<file path="src/rtl/fetch_queue.sv">
`default_nettype none
//==============================================================================
// Module   : fetch_queue
// Purpose  : In-order decoupling FIFO between instruction fetch and decode of
//            the pipelined DLX core. Each entry is an {instruction, PC+4} pair.
//            A redirect flush empties the queue in one cycle. When empty, the
//            outputs present an all-zero bubble.
// Ports    : clk, reset            - clock, async active-high reset
//            in_valid/in_ready     - fetch-side handshake
//            in_instr/in_pc4       - entry being pushed
//            out_valid/out_ready   - decode-side handshake
//            out_instr/out_pc4     - head entry (zero when out_valid=0)
//            flush                 - discard all entries at the next edge
//            count                 - current occupancy, 0..DEPTH
// Revision : 1.0 - initial release
//==============================================================================
module fetch_queue #(
  parameter int DEPTH = 4,
  parameter int AW    = 2,
  parameter int IW    = 32
) (
  input  logic          clk,
  input  logic          reset,
  input  logic          in_valid,
  output logic          in_ready,
  input  logic [IW-1:0] in_instr,
  input  logic [IW-1:0] in_pc4,
  output logic          out_valid,
  input  logic          out_ready,
  output logic [IW-1:0] out_instr,
  output logic [IW-1:0] out_pc4,
  input  logic          flush,
  output logic [AW:0]   count
);

  localparam logic [AW:0]   c_DEPTH   = (AW+1)'(DEPTH);
  localparam logic [AW:0]   c_CNT_ONE = (AW+1)'(1);
  localparam logic [AW-1:0] c_PTR_ONE = AW'(1);

  // Storage is deliberately not reset: stale contents are masked by out_valid.
  logic [2*IW-1:0] r_mem [DEPTH];
  logic [AW-1:0]   r_wr_ptr;
  logic [AW-1:0]   r_rd_ptr;
  logic [AW:0]     r_cnt;

  logic            w_full;
  logic            w_empty;
  logic            w_push;
  logic            w_pop;
  logic [2*IW-1:0] w_head;

  assign w_full  = (r_cnt == c_DEPTH);
  assign w_empty = (r_cnt == '0);

  // in_ready never looks at out_ready, so a full queue cannot accept even if
  // the head is leaving this cycle; this keeps decode->fetch free of comb paths.
  assign in_ready  = ~flush & ~w_full;
  assign out_valid = ~w_empty;

  assign w_push = in_valid & in_ready;
  assign w_pop  = out_valid & out_ready & ~flush;

  assign w_head    = r_mem[r_rd_ptr];
  assign out_instr = out_valid ? w_head[2*IW-1:IW] : '0;
  assign out_pc4   = out_valid ? w_head[IW-1:0]    : '0;
  assign count     = r_cnt;

  always_ff @(posedge clk) begin
    if (w_push) begin
      r_mem[r_wr_ptr] <= {in_instr, in_pc4};
    end
  end

  always_ff @(posedge clk or posedge reset) begin
    if (reset) begin
      r_wr_ptr <= '0;
      r_rd_ptr <= '0;
      r_cnt    <= '0;
    end else if (flush) begin
      r_wr_ptr <= '0;
      r_rd_ptr <= '0;
      r_cnt    <= '0;
    end else begin
      if (w_push) begin
        r_wr_ptr <= r_wr_ptr + c_PTR_ONE;
      end
      if (w_pop) begin
        r_rd_ptr <= r_rd_ptr + c_PTR_ONE;
      end
      case ({w_push, w_pop})
        2'b10:   r_cnt <= r_cnt + c_CNT_ONE;
        2'b01:   r_cnt <= r_cnt - c_CNT_ONE;
        default: r_cnt <= r_cnt;
      endcase
    end
  end

endmodule
`default_nettype wire

</file>
<file path="config.mk">
export PLATFORM = sky130hd
export DESIGN_NAME = fetch_queue
export DESIGN_NICKNAME = d
export VERILOG_FILES = /design/src/rtl/fetch_queue.sv
export SDC_FILE = /design/constraint.sdc
export NUM_CORES = 1
export LEC_CHECK = 0
export BUFFER_PORTS_ARGS = -buffer_cell sky130_fd_sc_hd__buf_2
export CELL_PAD_IN_SITES_DETAIL_PLACEMENT = 1
export CELL_PAD_IN_SITES_GLOBAL_PLACEMENT = 1
export CORE_ASPECT_RATIO = 1.2
export CORE_MARGIN = 1
export CORE_UTILIZATION = 30
export DETAILED_ROUTE_END_ITERATION = 7
export PLACE_DENSITY = 0.52
export SLEW_MARGIN = 5
export SYNTH_ARGS = -nofsm -noshare
export SYNTH_HDL_FRONTEND = slang
export SYNTH_SLANG_ARGS = --single-unit
</file>
<file path="constraint.sdc">
create_clock -name clk -period 8.3 [get_ports clk]
set_input_delay 1.66 -clock clk [delete_from_list [all_inputs] [get_ports clk]]
set_output_delay 1.66 -clock clk [all_outputs]
set_load 0.01 [all_outputs]
</file>
==> results.json, run 1 <==
{
  "dp_hpwl_mm": 11.63,
  "cts_resized": 0,
  "met2_usage_pct": 21.77,
  "netlist_area_mm2": 0.01015,
  "synth.area.mux_share_pct": 14.53,
  "synth_top_family_by_area": "multiplexers",
  "final_core_utilization_pct": 36.50,
  "worstSetupStartpointType": "register",
  "status": "complete, no violations",
  "min_period_ns": 4.750,
  "worst_relative_slew_slack_pct": 27.55,
  "top_usage_layer": "met2",
  "routedWlPerCell_um": 19.56,
  "avgViaCountPerCell": 4.484,
  "flow.area_growth_from_synthesis_pct": 19.59,
  "finalSetupViolCount": 0,
  "worstHoldPathCells": 1,
  "post-route-drc-count": 0,
  "die_area_mm2": 0.03457,
  "grt_pass1_wl_mm": 32.24,
  "globalRouteMet3Util_pct": 2.756,
  "gr-total-overflow": 0,
  "rsz_0062_raised_after_global_routing": "false",
  "pin_count": 138,
  "critical_path_class": "register to output pin",
  "layout.nets": 677,
  "clk_path_buf_depth": 3,
  "io_port_bufs": 137,
  "place.gp.congestion": 0.6471,
  "timing.reg2reg.worst_path_depth": 7,
  "hold_start": "r_wr_ptr[0]$_DFFE_PP0P_",
  "cts-htree-levels": 1,
  "synthAdderAreaFrac_pct": 0.6905,
  "hp-class": "register to register",
  "post_synth_xor_area_fraction_pct": 0.3329,
  "area_fraction_in_compound_gates_after_synthesis_pct": 0.6658,
  "grtUsageTotal_pct": 12.43,
  "area_of_the_core_mm2": 0.03325,
  "root_buffer": "clkbuf_16",
  "critPathRequiredTime_ns": 6.64,
  "cp-startpoint": "r_rd_ptr[0]$_DFFE_PP0P_",
  "actual_transition_at_the_worst_max_transition_pin_ns": 1.087,
  "total_leakage_power_uw": 0.004101,
  "post_cts.repair.setup_buffers": 0,
  "worst_setup_hold_path_clk_slew_ns": 0.06,
  "die_y_um": 203.5,
  "holdPathEnd": "r_wr_ptr[0]$_DFFE_PP0P_",
  "grt_antenna_before_repair": 2,
  "mappedNetlistNets": 532,
  "cts_tree": "yes",
  "vdd_ir_drop_max_mv": 0.1181,
  "simple_gate_share_of_the_synthesized_area_pct": 4.957,
  "first_iter_violations": 156,
  "floorplan.die.width_um": 169.9,
  "layout_worst_path_cycle_share_pct": 57.23,
  "start_util_pct": 30.52,
  "vias": 4798,
  "r2r-start": "count[2]$_DFFE_PP0P_",
  "tns_ns": 0,
  "synthesis.yosys.warnings": 0,
  "drtAntennaViolNets": 0,
  "drive_above_1_share_pct": 40.97,
  "std_cell_rows": 73,
  "rr_endpoint": "count[1]$_DFFE_PP0P_",
  "ys_ff_latch": 263,
  "cp_max_fo": 37,
  "cts_inserted_buffers": 27,
  "fmax_ghz": 0.2105,
  "arrival_time_at_the_worst_endpoint_ns": 3.09,
  "pwr_cell_area_mw_per_mm2": 299.9,
  "worstSkewPairLatency_ns": 0.52,
  "grt_pass1_vias": 5547,
  "drv_cap": 0,
  "firstDrtPassIters": 4,
  "antenna-diode-count": 0,
  "reg2reg_setup_slack_ns": 5.56,
  "postRouteWirelength_mm": 20.93,
  "worst_clock_skew_ns": 0.008230,
  "globalRouteMet1Util_pct": 15.53,
  "max_transition_viols_final": 0,
  "post_synth.cell_area_avg_um2": 22.16,
  "seq_area_frac_synth_pct": 77.48,
  "synth_cell_types": 34,
  "clock_sinks": 263,
  "timing.critical_path.to_type": "output pin",
  "gate_count_after_technology_mapping": 458,
  "hold_viol": 0,
  "grt_start_max_net_pins": 66,
  "hold_buffer_count_at_cts": 0
}
-- final cells by class --
type / instances / area (um^2)
fill: 3314 / 21110
sequential: 263 / 7870
multi-input combinational: 167 / 2160
timing repair buffer: 139 / 700.7
clock buffer: 28 / 679.4
tap: 450 / 563.0
clock inverter: 18 / 143.9
inverter: 5 / 18.77
-- kinds of logic after synthesis --
logic type	Yosys count
muxes	67
xor gates and xnor gates	3
adders and majority gates	5
buffers and inverters	28
DFF	263
AOI/OAI and AO/OA	9
and+or+nand+nor	83
-- routing by layer --
metal,vias to the layer above,part of all wire (%)
li1,2139,-
met4,4,1.7
met5,-,0.12
met3,37,5.4
met2,114,51
met1,2504,42
-- state kept, by name, summed over array words and instances, names as in the netlist --
signal    flops
r_wr_ptr      2
r_rd_ptr      2
count         3
r_mem       256
-- critical path: stages, from the launching register on --
cell	delay (ns)
dfrtp_4	0.96
buf_4	0.65
mux4_2	0.63
and2_1	0.18
buf_2	0.13
-- metrics by stage --
| step | total power [uW] | worst slack [ns] | area, um^2 | cells | hold WS (ns) |
|---|---|---|---|---|---|
| final | 3639 | 3.550 | 12140 | 1070 | 0.6180 |
| after global routing | 3831 | 3.264 | 12140 | 1070 | 0.6583 |
| after CTS | 3724 | 3.373 | 12140 | 1070 | 0.6178 |
| after detailed placement | 2575 | 3.946 | 11310 | 1024 | 0.6033 |
| after global placement | 2561 | 3.940 | 11310 | 1024 | 0.5650 |
| after floorplan | 2217 | 4.208 | 10150 | 458 | 0.5546 |
-- cells in the final DEF (no fill, tap or decap), drive strengths merged --
cell type  instances
o21a               1
clkinv            12
clkinvlp           3
nand3              1
buf              139
o22ai              1
nand2b             2
nor3b              1
mux2i              1
or3                1
a31oi              1
xor2               3
o31ai              1
mux4              64
inv                6
o21ai              2
nor3               1
nand2              2
ha                 4
bufinv             2
a21oi              2
mux2               2
edfxtp           256
nor2b              1
clkbuf            28
dfrtp              7
and2              68
nor2               6
a211oi             1
fa                 1
-- cells in the mapped netlist --
cell type / count / area [um^2]
o21a_1: 1 / 7.510
nand3_1: 1 / 5.000
a21oi_1: 2 / 10.01
ha_1: 4 / 50.05
o21ai_0: 2 / 10.01
mux2_1: 1 / 11.26
nand2_1: 1 / 3.750
buf_4: 5 / 37.54
buf_2: 4 / 20.02
nor3b_1: 1 / 7.510
xor2_2: 1 / 16.27
mux4_2: 64 / 1441
mux2i_1: 1 / 10.01
dfrtp_1: 7 / 175.2
mux2_2: 1 / 11.26
nor2b_1: 1 / 6.260
nor2_1: 5 / 18.77
o31ai_1: 1 / 7.510
buf_1: 2 / 7.510
a31oi_1: 1 / 6.260
nor2_2: 1 / 6.260
nor3_1: 1 / 5.000
inv_1: 5 / 18.77
fa_1: 1 / 20.02
and2_1: 68 / 425.4
o22ai_1: 1 / 6.260
edfxtp_1: 256 / 7687
xor2_1: 2 / 17.52
a211oi_4: 1 / 20.02
nand2b_1: 2 / 12.51
or3_1: 1 / 6.260
clkbuf_1: 11 / 41.29
nand2_2: 1 / 6.260
buf_6: 1 / 11.26
-- report_power, final --
part,total [uW],leakage [uW],internal (uW),switching [uW]
sequential,1630,0.00241,1540,94.0
combinational,870,0.00129,427,442
clock,1130,0.000400,652,483
total,3640,0.00410,2620,1020
-- how the worst max path moves through the flow --
stage	endpoint	cells after the start	slack (ns)
3_5_place_dp	out_pc4[31]	4	3.95
2_1_floorplan	r_mem[0][0]$_DFFE_PP_	3	4.21
6_report	out_pc4[31]	4	3.55
5_1_grt	out_pc4[31]	4	3.26
3_3_place_gp	out_pc4[31]	4	3.94
4_1_cts	out_pc4[31]	4	3.37
Power figures use the tool's default switching activity.
==> run 2, diff against run 1 <==
clock period = 4.86 ns   (was 8.3 ns; I/O delays follow)
==> results.json, run 2 (synthesis gave the netlist of run 1 again) <==
{
  "tns_ns": 0,
  "arrival_time_at_the_worst_endpoint_ns": 2.82,
  "share_clk_of_total_power_pct": 32.9,
  "start_util_pct": 30.52,
  "hp-class": "input port to asynchronous set/reset pin",
  "fin_ws_ns": 1.066,
  "post_cts.repair.setup_buffers": 0,
  "worst_clock_skew_ns": 0.01932,
  "routedWlPerCell_um": 20.37,
  "highest_count_cells_in_the_layout_ignoring_fill_and_taps": "edfxtp_1 (256), buf_2 (137), mux4_2 (64), and2_1 (64), clkbuf_16 (29)",
  "drv_cap": 0,
  "status": "complete, no violations",
  "cts-htree-levels": 1,
  "drive_above_1_share_pct": 41.02,
  "numPlacedInstances": 1025,
  "total_leakage_power_uw": 0.004164,
  "actual_transition_at_the_worst_max_transition_pin_ns": 1.094,
  "drtAntennaViolNets": 0,
  "fillers": 3311,
  "avgViaCountPerCell": 4.489,
  "hold_buffer_count_at_cts": 0,
  "die_area_mm2": 0.03457,
  "critical_path_class": "register to output pin",
  "grt_pass1_wl_mm": 33.79,
  "sequence_of_cells_on_the_critical_path": "buf_4 -> mux4_2 -> and2_1 -> buf_2",
  "antenna-diode-count": 0,
  "p_sw_uw": 1803,
  "place.gp.congestion": 0.6827,
  "firstDrtPassIters": 4,
  "internal-power_uw": 4617,
  "cts_resized": 0,
  "grt_start_max_net_pins": 66,
  "io_port_bufs": 137,
  "share_seq_of_total_power_pct": 43.2,
  "worstSkewPairLatency_ns": 0.55,
  "clock_sinks": 263,
  "grt_pass1_vias": 5629,
  "vdd_ir_drop_max_mv": 0.2634,
  "grt_antenna_before_repair": 3,
  "cpMaxStageDelayCell": "dfrtp_4",
  "area_of_the_core_mm2": 0.03325,
  "share_comb_of_total_power_pct": 23.8,
  "flow.area_growth_from_synthesis_pct": 20.60,
  "grtUsageTotal_pct": 13.09,
  "hold_viol": 0,
  "clk_path_buf_depth": 3,
  "cts_tree": "yes",
  "layout_worst_path_cycle_share_pct": 78.07,
  "worst_relative_slew_slack_pct": 27.08,
  "largest_reg_flops": 256,
  "dpl-instance-area_mm2": 0.01132,
  "cp_max_fo": 32,
  "layout.nets": 680,
  "pin_count": 138,
  "std_cell_rows": 73,
  "gr-total-overflow": 0,
  "fmax_ghz": 0.2636,
  "die_y_um": 203.5,
  "p_sw_share_pct": 28.09,
  "critPathRequiredTime_ns": 3.89,
  "stdcell_area_mm2": 0.01224,
  "postRouteWirelength_mm": 21.98,
  "max_transition_viols_final": 0,
  "cts_inserted_buffers": 29,
  "dp_hpwl_mm": 12.27,
  "first_iter_violations": 161,
  "timing.critical_path.to_type": "output pin",
  "worst_setup_hold_path_clk_slew_ns": 0.06,
  "finalSetupViolCount": 0,
  "floorplan.die.width_um": 169.9,
  "min_period_ns": 3.794,
  "root_buffer": "clkbuf_16",
  "vias": 4844,
  "post-place-ws_ns": 1.528,
  "regMostFlops": "r_mem",
  "worstSetupStartpointType": "register",
  "layoutNonFillerInstCount": 1079,
  "pwr_cell_area_mw_per_mm2": 524.6,
  "most_common_cell_after_layout_fill_and_taps_aside": "edfxtp_1",
  "rsz_0062_raised_after_global_routing": "false",
  "worst_path_largest_cell_delay_ns": 0.85,
  "worst_hold_slack_ns": 0.3419,
  "post-route-drc-count": 0
}
## run 2: changes by cell type in the layout (fill, tap and decap cells not counted)
cell,delta
clkinv_2,+2
clkbuf_1,+4
clkinv_1,+1
clkinvlp_4,-3
inv_6,+1
clkbuf_16,+2
bufinv_16,+1
buf_4,+1
## run 2: final cells by class
class,count,area (um^2),share of cell area [%]
sequential,263,7870,64.31
inverter,5,18.77,0.1534
clock inverter,20,173.9,1.421
tap,450,563.0,4.601
multi-input combinational,167,2160,17.65
timing repair buffer,140,708.2,5.787
clock buffer,34,744.5,6.083
## run 2: per-layer routing
| metal | track usage (%) | vias up | share of wire, % |
|---|---|---|---|
| li1 | - | 2155 | - |
| met3 | 2.911 | 35 | 5.3 |
| met1 | 16.30 | 2535 | 42 |
| met4 | 3.829 | 6 | 1.9 |
| met5 | 0 | - | 0.16 |
| met2 | 22.70 | 113 | 51 |
## run 2: path summary, 6_finish.rpt
kind	start	to	slack [ns]	depth (start not counted)
hold / removal	reset	r_wr_ptr[0]$_DFFE_PP0P_	0.34	2
setup / recovery	r_rd_ptr[0]$_DFFE_PP0P_	out_pc4[5]	1.07	4
min in group clk	r_wr_ptr[0]$_DFFE_PP0P_	r_wr_ptr[0]$_DFFE_PP0P_	0.61	1
setup reg to reg	count[0]$_DFFE_PP0P_	r_mem[1][55]$_DFFE_PP_	2.34	3
max in group asynchronous	reset	r_rd_ptr[1]$_DFFE_PP0P_	4.27	2
hold reg to reg	r_wr_ptr[0]$_DFFE_PP0P_	r_wr_ptr[0]$_DFFE_PP0P_	0.61	1
## run 2: power by group through the flow
| stage | combinational, uW | clock (uW) | sequential [uW] |
|---|---|---|---|
| final | 1530 | 2110 | 2780 |
| after detailed placement | 1590 | 0 | 2840 |
| after floorplan | 1070 | 0 | 2720 |
| after CTS | 1590 | 2190 | 2790 |
| after global routing | 1680 | 2270 | 2810 |
| after global placement | 1570 | 0 | 2830 |
## run 2: through the flow
stage | utilization (%) | total power (uW)
after CTS | 36.81 | 6579
after global placement | 34.05 | 4399
after floorplan | - | 3787
final | 36.81 | 6421
after global routing | 36.81 | 6757
after detailed placement | 34.05 | 4424
## run 2: critical path, delay by kind of cell (launching register included)
kind,cells,cell delay (ns)
flip-flops,1,0.85
AND/OR/NAND/NOR,1,0.19
multiplexers,1,0.57
buffers and inverters,2,0.62
==> run 3, diff against run 2 <==
PLACE_DENSITY = 0.54   (was 0.52)
clock period = 3.45 ns   (was 4.86 ns; I/O delays follow)
==> results.json, run 3 (synthesis gave the netlist of run 1 again) <==
{
  "drive_above_1_share_pct": 41.63,
  "avgViaCountPerCell": 4.525,
  "design_power_total_uw": 8838,
  "status": "complete, no violations",
  "fin_ws_ns": 0.1969,
  "total_leakage_power_uw": 0.004192,
  "grt_pass1_vias": 5643,
  "floorplan.die.width_um": 169.9,
  "worst_relative_slew_slack_pct": 61.91,
  "fmax_ghz": 0.3074,
  "drv_cap": 0,
  "post_cts.repair.setup_buffers": 0,
  "rsz_0062_raised_after_global_routing": "false",
  "numPlacedInstances": 1036,
  "actual_transition_at_the_worst_max_transition_pin_ns": 0.5714,
  "largest_reg_flops": 256,
  "grt_antenna_before_repair": 1,
  "worstSetupStartpointType": "register",
  "post-place-ws_ns": 0.7075,
  "layout.nets": 691,
  "worstSkewPairLatency_ns": 0.53,
  "die_area_mm2": 0.03457,
  "dp_hpwl_mm": 13.21,
  "routedWlPerCell_um": 19.90,
  "critPathRequiredTime_ns": 2.76,
  "gr-total-overflow": 0,
  "finalSetupViolCount": 0,
  "tns_ns": 0,
  "worst_clock_skew_ns": 0.008637,
  "layoutNonFillerInstCount": 1090,
  "area_of_the_core_mm2": 0.03325,
  "min_period_ns": 3.253,
  "arrival_time_at_the_worst_endpoint_ns": 2.56,
  "critical_path_class": "register to output pin",
  "multi_input_logic_area_mm2": 0.002160,
  "max_transition_viols_final": 0,
  "cts_inserted_buffers": 29,
  "worst_hold_slack_ns": 0.09626,
  "drtAntennaViolNets": 0,
  "first_iter_violations": 231,
  "place.gp.congestion": 0.6715,
  "flow.area_growth_from_synthesis_pct": 21.53,
  "pwr_cell_area_mw_per_mm2": 716.7,
  "die_y_um": 203.5,
  "clock_sinks": 263,
  "regMostFlops": "r_mem",
  "cts-htree-levels": 1,
  "vias": 4932,
  "hold_buffer_count_at_cts": 0,
  "grtUsageTotal_pct": 13.06,
  "highest_count_cells_in_the_layout_ignoring_fill_and_taps": "edfxtp_1 (256), buf_2 (137), mux4_2 (64), and2_1 (64), clkbuf_16 (29)",
  "pin_count": 138,
  "start_util_pct": 30.52,
  "hp-class": "input port to asynchronous set/reset pin",
  "layout_worst_path_cycle_share_pct": 94.29,
  "grt_pass1_wl_mm": 33.84,
  "timing.critical_path.to_type": "output pin",
  "std_cell_rows": 73,
  "firstDrtPassIters": 4,
  "vdd_ir_drop_max_mv": 0.2820,
  "fillers": 3322,
  "grt_start_max_net_pins": 52,
  "cts_tree": "yes",
  "cp_max_fo": 51,
  "clk_path_buf_depth": 3,
  "cts_resized": 0,
  "io_port_bufs": 137,
  "worst_setup_hold_path_clk_slew_ns": 0.06,
  "most_common_cell_after_layout_fill_and_taps_aside": "edfxtp_1",
  "hold_viol": 0,
  "root_buffer": "clkbuf_16",
  "ff_latch_area_mm2": 0.007870,
  "postRouteWirelength_mm": 21.69,
  "post-route-drc-count": 0
}
run 3: per-stage QoR:
stage	utilization, %	cell area (um^2)
6_report	37.09	12330
3_3_place_gp	34.56	11490
4_1_cts	37.08	12330
2_1_floorplan	-	10150
5_1_grt	37.08	12330
3_5_place_dp	34.56	11490
run 3: layout make-up:
cell class	count	share of cell area [%]
timing repair buffer	151	7.123
clock inverter	19	0.7711
multi-input combinational	167	17.51
antenna	1	0.02029
clock buffer	34	6.037
tap	450	4.566
sequential	263	63.82
inverter	5	0.1522
run 3: worst paths after layout:
| kind | slack [ns] | to | cells after the start | from |
|---|---|---|---|---|
| worst min-delay path | 0.1 | count[2]$_DFFE_PP0P_ | 2 | reset |
| worst min register to register | 0.62 | r_wr_ptr[0]$_DFFE_PP0P_ | 1 | r_wr_ptr[0]$_DFFE_PP0P_ |
| worst max register to register | 1.16 | count[2]$_DFFE_PP0P_ | 6 | count[0]$_DFFE_PP0P_ |
| max in group asynchronous | 3.09 | r_rd_ptr[1]$_DFFE_PP0P_ | 2 | reset |
| worst max-delay path | 0.20 | out_instr[23] | 4 | count[0]$_DFFE_PP0P_ |
| min in group clk | 0.37 | r_mem[1][0]$_DFFE_PP_ | 1 | in_pc4[0] |
run 3: worst max-delay path, cell delays in order (launching register included):
cell     delay [ns]
dfrtp_1        0.47
or3_2          0.72
buf_4          0.42
and2_1         0.25
buf_2          0.14
run 3: layer usage:
metal	routed length (um)	track usage [%]	vias up	part of all wire (%)
met5	13	0	-	0.060
met4	372	3.925	2	1.7
met3	1070	2.290	29	4.9
met2	11160	22.99	126	51
met1	9073	16.33	2602	42
li1	-	-	2173	-
run 3: report_power, final:
group / internal, uW / leakage (uW) / switching (uW) / total [uW]
sequential: 3710 / 0.00241 / 136 / 3840
clock: 1530 / 0.000405 / 1180 / 2710
combinational: 1090 / 0.00137 / 1200 / 2280
total: 6330 / 0.00419 / 2510 / 8840
